[config.mk]
export PLATFORM = sky130hd
export DESIGN_NAME = colorled_blink_ctrl
export DESIGN_NICKNAME = d
export VERILOG_FILES = /design/src/rtl/colorled_pkg.sv /design/src/rtl/colorled_tick_prescaler.sv /design/src/rtl/colorled_blink_ctrl.sv
export SDC_FILE = /design/constraint.sdc
export NUM_CORES = 1
export LEC_CHECK = 0
export BUFFER_PORTS_ARGS = -buffer_cell sky130_fd_sc_hd__buf_2
export CORE_MARGIN = 4
export CORE_UTILIZATION = 51
export DETAILED_ROUTE_END_ITERATION = 10
export GPL_TIMING_DRIVEN = 0
export PLACE_DENSITY = 0.73
export SLEW_MARGIN = 20
export SYNTH_ARGS = -nofsm -noshare
export SYNTH_HDL_FRONTEND = slang
export SYNTH_SLANG_ARGS = --single-unit
[constraint.sdc]
create_clock -name clk -period 3.19 [get_ports clk]
set_clock_uncertainty 0.05 [all_clocks]
set_input_delay 0.319 -clock clk [delete_from_list [all_inputs] [get_ports clk]]
set_output_delay 0.319 -clock clk [all_outputs]
set_load 0.005 [all_outputs]
[src/rtl/colorled_pkg.sv]
// Shared types and default parameters for the colour-LED blink controller.
package colorled_pkg;

  localparam int unsigned CLK_DIV_DEF  = 1000;
  localparam int unsigned PULSE_W_DEF  = 2;
  localparam int unsigned PERIOD_W_DEF = 16;

  typedef enum logic [2:0] {
    ST_IDLE   = 3'd0,
    ST_ARM    = 3'd1,
    ST_STROBE = 3'd2,
    ST_WAIT   = 3'd3,
    ST_HOLD   = 3'd4
  } colorled_state_e;

  // Number of LED toggles a counted sequence performs (two per blink).
  function automatic logic [8:0] toggle_target(input logic [7:0] count);
    return {count, 1'b0};
  endfunction

endpackage

[src/rtl/colorled_tick_prescaler.sv]
// Free-running divider that emits a one-cycle tick every CLK_DIV enabled cycles.
module colorled_tick_prescaler #(
  parameter int unsigned CLK_DIV = 1000
) (
  input  logic clk,
  input  logic aresetn,
  input  logic clear,
  input  logic enable,
  output logic tick
);

  localparam int unsigned CNT_W = (CLK_DIV > 1) ? $clog2(CLK_DIV) : 1;
  localparam logic [CNT_W-1:0] LAST = CNT_W'(CLK_DIV - 1);

  logic [CNT_W-1:0] cnt;

  // Tick fires on the last cycle of each CLK_DIV window.
  assign tick = enable && !clear && (cnt == LAST);

  // Divider counter: cleared on request, wraps at CLK_DIV-1 while enabled.
  always_ff @(posedge clk or negedge aresetn) begin
    if (!aresetn) begin
      cnt <= '0;
    end else if (clear) begin
      cnt <= '0;
    end else if (enable) begin
      cnt <= (cnt == LAST) ? '0 : cnt + CNT_W'(1);
    end
  end

endmodule

[src/rtl/colorled_blink_ctrl.sv]
// Blink sequencer for a colour LED stage that toggles on the falling edge of
// o_enable_colorled while o_syncing_colLED is held high.
//
// Request semantics: i_start and i_stop are single-cycle requests sampled on
// the rising clock edge. i_start is only accepted in IDLE; i_stop is only
// remembered while a sequence is running (or together with an accepted
// start). There is no backpressure; every accepted request is acted on.
module colorled_blink_ctrl
  import colorled_pkg::*;
#(
  parameter int unsigned CLK_DIV  = CLK_DIV_DEF,
  parameter int unsigned PULSE_W  = PULSE_W_DEF,
  parameter int unsigned PERIOD_W = PERIOD_W_DEF
) (
  input  logic                clk,
  input  logic                aresetn,
  input  logic                i_start,
  input  logic                i_stop,
  input  logic [PERIOD_W-1:0] i_period,
  input  logic [7:0]          i_count,
  output logic                o_enable_colorled,
  output logic                o_syncing_colLED,
  output logic                o_led_on,
  output logic                o_busy,
  output logic                o_done,
  output colorled_state_e     state_dbg
);

  localparam int unsigned PW_W = (PULSE_W > 1) ? $clog2(PULSE_W) : 1;
  localparam logic [PW_W-1:0] PULSE_LAST = PW_W'(PULSE_W - 1);

  colorled_state_e     state;
  logic [PERIOD_W-1:0] period_q;
  logic [PERIOD_W-1:0] tick_cnt;
  logic [7:0]          count_q;
  logic [8:0]          tog_cnt;
  logic [PW_W-1:0]     pulse_cnt;
  logic                stop_pending;

  logic                tick;
  logic                presc_en;
  logic                presc_clr;
  logic [8:0]          tog_next;
  logic                led_next;
  logic                target_hit;
  logic                stop_now;
  logic                pulse_last;
  logic                wait_last;

  assign state_dbg = state;

  // The prescaler only runs in WAIT, so every WAIT starts on a fresh window.
  assign presc_en  = (state == ST_WAIT);
  assign presc_clr = (state != ST_WAIT);

  colorled_tick_prescaler #(
    .CLK_DIV (CLK_DIV)
  ) u_prescaler (
    .clk     (clk),
    .aresetn (aresetn),
    .clear   (presc_clr),
    .enable  (presc_en),
    .tick    (tick)
  );

  // Decisions taken at the end of a strobe or wait interval.
  always_comb begin
    led_next   = ~o_led_on;
    // Continuous mode only needs parity; counted mode needs the full count.
    tog_next   = (count_q == 8'd0) ? {8'd0, ~tog_cnt[0]} : tog_cnt + 9'd1;
    target_hit = (count_q != 8'd0) && (tog_next == toggle_target(count_q));
    stop_now   = stop_pending || i_stop;
    pulse_last = (pulse_cnt == PULSE_LAST);
    wait_last  = tick && (tick_cnt == period_q - PERIOD_W'(1));
  end

  // Sequencer FSM; every output is registered and updated on the transition.
  always_ff @(posedge clk or negedge aresetn) begin
    if (!aresetn) begin
      state             <= ST_IDLE;
      period_q          <= '0;
      tick_cnt          <= '0;
      count_q           <= '0;
      tog_cnt           <= '0;
      pulse_cnt         <= '0;
      stop_pending      <= 1'b0;
      o_enable_colorled <= 1'b0;
      o_syncing_colLED  <= 1'b0;
      o_led_on          <= 1'b0;
      o_busy            <= 1'b0;
      o_done            <= 1'b0;
    end else begin
      o_done <= 1'b0;
      if (o_busy && i_stop) begin
        stop_pending <= 1'b1;
      end

      case (state)
        ST_IDLE: begin
          if (i_start) begin
            period_q         <= (i_period == '0) ? PERIOD_W'(1) : i_period;
            count_q          <= i_count;
            tog_cnt          <= '0;
            tick_cnt         <= '0;
            // A stop arriving with the start limits the run to one blink.
            stop_pending     <= i_stop;
            o_syncing_colLED <= 1'b1;
            o_busy           <= 1'b1;
            state            <= ST_ARM;
          end
        end

        ST_ARM: begin
          pulse_cnt         <= '0;
          o_enable_colorled <= 1'b1;
          state             <= ST_STROBE;
        end

        ST_STROBE: begin
          if (pulse_last) begin
            o_enable_colorled <= 1'b0;
            o_led_on          <= led_next;
            tog_cnt           <= tog_next;
            if (target_hit || (stop_now && !led_next)) begin
              state <= ST_HOLD;
            end else begin
              tick_cnt <= '0;
              state    <= ST_WAIT;
            end
          end else begin
            pulse_cnt <= pulse_cnt + PW_W'(1);
          end
        end

        ST_WAIT: begin
          if (stop_now) begin
            // Abort the wait; an extra strobe is needed only if the LED is lit.
            if (o_led_on) begin
              pulse_cnt         <= '0;
              o_enable_colorled <= 1'b1;
              state             <= ST_STROBE;
            end else begin
              state <= ST_HOLD;
            end
          end else if (tick) begin
            if (wait_last) begin
              pulse_cnt         <= '0;
              o_enable_colorled <= 1'b1;
              state             <= ST_STROBE;
            end else begin
              tick_cnt <= tick_cnt + PERIOD_W'(1);
            end
          end
        end

        ST_HOLD: begin
          stop_pending     <= 1'b0;
          o_syncing_colLED <= 1'b0;
          o_busy           <= 1'b0;
          o_done           <= 1'b1;
          state            <= ST_IDLE;
        end

        default: begin
          o_enable_colorled <= 1'b0;
          o_syncing_colLED  <= 1'b0;
          o_busy            <= 1'b0;
          state             <= ST_IDLE;
        end
      endcase
    end
  end

endmodule
==> summary.txt <==
STA
  • Final setup fails: 0
  • Final Max Slew Viols: 0
  • Fin crit share: 100.0%
  • Worst slew margin: 43.56%
  • Achievable clock frequency: 0.3135 GHz
  • RSZ-0062 raised after global routing: yes
  • Final min period: 3190 ps
  • Final hold violation count: 0
  • Setup TNS: 0 ps
  • Worst-margin pin slew: 843.4 ps

Setup path
  • Worst Path Required: 3390 ps
  • RR Endpoint: state_dbg[1]$_DFFE_PN0P_
  • CP Capture Type: flip-flop
  • Crit-path cells: inv_2 -> ha_4 -> or4b_4 -> nor3_4 -> xnor2_2 -> or4_1 -> or4_1 -> or3_4 -> and2_4 -> o32ai_4
  • CP max-delay cell: or4b_4
  • FF-to-FF setup slack: 0.09 ps
  • Startpoint Class: flip-flop
  • Worst path bufs/invs: 1
  • CP peak stage delay: 500 ps
  • Crit path max fanout: 4
  • CP Class: reg2reg
  • CP most frequent cell: or4_1
  • Cells on worst reg2reg path: 10
  • Worst r2r src: period_q[0]$_DFFE_PN0P_
  • Crit path max-delay family: simple AND/OR/NAND/NOR gates
  • Critical path startpoint: period_q[0]$_DFFE_PN0P_
  • Arrival time at the worst endpoint: 3390 ps

Route
  • Initial DRC count: 173
  • Final WL: 9266 um
  • Vias per inst: 5.852
  • Vias: 3488
  • First-pass DRT Iterations: 5
  • Avg WL per Cell: 15.55 um
  • Antenna-violating nets left: 0
  • Residual DRC count: 0

Clock network
  • CTS tree: built
  • CTS Root Cell: clkbuf_8
  • TritonCTS buffer count: 9
  • CTS H-tree lvls: 3
  • Clock Tree Buf Depth: 2
  • Clock sink total: 68
  • Worst-skew pair later-pin latency: 350 ps
  • Clk pin slew, worst setup/hold paths: 80 ps

Power and ir drop
  • Seq pwr share: 36.6%
  • P_leak: 0.001949 uW
  • Logic pwr share: 43.7%
  • Switch share: 39.82%
  • Net Switching: 1454 uW
  • Internal power: 2198 uW
  • Clock power share: 19.6%
  • Power Density: 780.6 nW/um^2
  • Maximum vdd drop: 483.5 uV
  • Tot Pwr: 3652 uW

Synthesis
  • Post-synth ARST share: 100.0%
  • Yosys warning count: 0
  • Synth Instances: 436
  • EDFF count, synth: 0
  • Seq cells post-synth: 68
  • Yosys cell types: 57
  • Syn avg cell area: 9.258 um^2
  • Syn Nets: 468
  • Post-Syn Area: 4036 um^2
  • Sequential cell area fraction in the yosys report: 42.16%
  • Ys flop type: dfrtp_1

Min path
  • Worst Hold Launch: i_period[1]
  • Hold EP: period_q[1]$_DFFE_PN0P_
  • Hold Crit Class: in2reg
  • Worst Hold Depth: 3

Placement
  • Hpwl dp: 6617 um
  • Count of input and output buffers: 35
  • Placed cell area: 4374 um^2
  • Dpl cells: 574
  • RD Place Congestion: 0.8934

Global routing
  • Initial antenna violation count: 0
  • Total GRT Usage: 20.37%
  • Largest net degree at the start of global routing: 41
  • GRT Residual Overflow: 0
  • First-pass GRT wire length: 16020 um
  • Vias in the first global route: 3423

Cells and area
  • Fin area: 4678 um^2
  • FF+latch area: 1703 um^2
  • N_diodes: 0
  • Layout cells sized above 1: 20.65%
  • Number of fillers in the final layout: 667
  • Multi-input logic area: 2276 um^2
  • Non-Filler Instances: 596
  • Final core occ: 60.54%
  • Most frequent cells in the layout: 67 x dfrtp_1, 43 x nor2_1, 35 x buf_2, 28 x a21oi_1, 24 x nand2_1
  • Most common cell after layout, fill and taps aside: dfrtp_1
  • Total Nets Final: 521
  • Layout area overhead: 15.90%

Floorplanning
  • Top Ports: 36
  • Die area: 9402 um^2
  • Core area: 7727 um^2
  • Die Y: 96.97 um
  • Width of the die: 96.97 um
  • Row count: 32
  • Starting density of the core: 52.23%

Run status
  • Run status: finished clean

Flow run
  • Max cap viols: 0
-- power by group through the flow --
stage               Sequential, uW  Clock, uW  Combinational [uW]
floorplan                     1290          0                1130
global placement              1350          0                1400
detailed placement            1360          0                1450
CTS                           1340        737                1520
global route                  1370        777                1760
finish                        1340        716                1600
-- worst max path at each step --
stage | slack [ps] | end | cells after the start
2_1_floorplan | 40 | state_dbg[1]$_DFFE_PN0P_ | 10
3_5_place_dp | -260 | tick_cnt[3]$_DFFE_PN0P_ | 10
5_1_grt | -130 | state_dbg[1]$_DFFE_PN0P_ | 10
4_1_cts | 20 | tick_cnt[0]$_DFFE_PN0P_ | 8
6_report | 0.09 | state_dbg[1]$_DFFE_PN0P_ | 10
3_3_place_gp | -170 | tick_cnt[14]$_DFFE_PN0P_ | 11
-- metal layers --
| metal | track usage [%] | share of wire (%) | vias to the layer above |
|---|---|---|---|
| li1 | - | - | 1696 |
| met1 | 26.19 | 45 | 1687 |
| met2 | 34.13 | 49 | 94 |
| met3 | 4.182 | 4.8 | 11 |
| met4 | 7.019 | 1.1 | 0 |
| met5 | 0 | 0 | - |
-- kinds of logic after synthesis --
| kind of cell | count (synthesis) | share of synthesized area [%] |
|---|---|---|
| adders and majority gates | 4 | 1.240 |
| AOI/OAI and AO/OA | 101 | 15.93 |
| muxes | 24 | 6.665 |
| xor gates and xnor gates | 37 | 8.028 |
| buffers and inverters | 30 | 3.069 |
| and+or+nand+nor | 172 | 22.91 |
| DFF | 68 | 42.16 |
-- cells in the mapped netlist (3+ instances only) --
library cell  count  share of area, %
a21oi_1          28               3.5
a31oi_1           8               1.2
a41oi_1           5               1.1
and2_1            7               1.1
and3_1           13               2.0
clkbuf_1         17               1.6
dfrtp_1          68                42
ha_1              4               1.2
inv_1            10              0.93
mux2_2           23               6.4
nand2_1          24               2.2
nand2b_1          5              0.77
nand3_1          19               2.4
nand3b_1          3              0.56
nand4_1           8               1.2
nor2_1           44               4.1
nor2b_1           5              0.77
nor3_1            9               1.1
nor4_1           11               1.7
o21a_1            5              0.93
o21ai_0          24               3.0
o21ai_1           3              0.37
o21bai_1          3              0.56
o22a_1            5               1.1
o31ai_1           6               1.1
or2_2             3              0.47
or3_1             3              0.47
or4_1             4              0.74
xnor2_1          24               5.2
xor2_1           13               2.8
-- flip-flops by register name (all words and copies together) (netlist names) --
signal	count
o_done	1
o_busy	1
o_enable_colorled	1
pulse_cnt	1
tick_cnt	16
stop_pending	1
state_dbg	3
period_q	16
o_led_on	1
u_prescaler.cnt	10
count_q	8
tog_cnt	9
-- through the flow --
| stage | hold slack (ps) | setup WS [ps] |
|---|---|---|
| 6_report | 143.3 | 0.08726 |
| 5_1_grt | 141.8 | -129.5 |
| 4_1_cts | 125.6 | 17.56 |
| 3_5_place_dp | 218.8 | -263.1 |
| 3_3_place_gp | 385.6 | -166.4 |
| 2_1_floorplan | -26.59 | 37.79 |
-- cell type report --
| class | instances | area share (%) |
|---|---|---|
| multi-input combinational | 338 | 48.65 |
| sequential | 68 | 36.40 |
| timing repair buffer | 42 | 5.242 |
| clock buffer | 10 | 2.942 |
| tap | 102 | 2.728 |
| buffer | 20 | 1.872 |
| clock inverter | 6 | 1.364 |
| inverter | 10 | 0.8024 |
-- timing repair --
| item | 4_1_cts | 5_1_grt |
|---|---|---|
| resized for setup | 5 | 10 |
| hold buffers | 1 | 0 |
| endpoints found under the setup margin | 21 | 21 |
| pin swaps | 4 | 0 |
| buffers inserted | 4 | 1 |
| endpoints found under the hold margin | 28 | 0 |
-- worst reg2reg max path, cell delays in order, from the launching register on --
cell and delay (ps):
dfrtp_2 430, inv_2 70, ha_4 130, or4b_4 500, nor3_4 160, xnor2_2 90
or4_1 500, or4_1 400, or3_4 370, and2_4 170, o32ai_4 200
No activity file was read; power rests on OpenSTA's default activity.
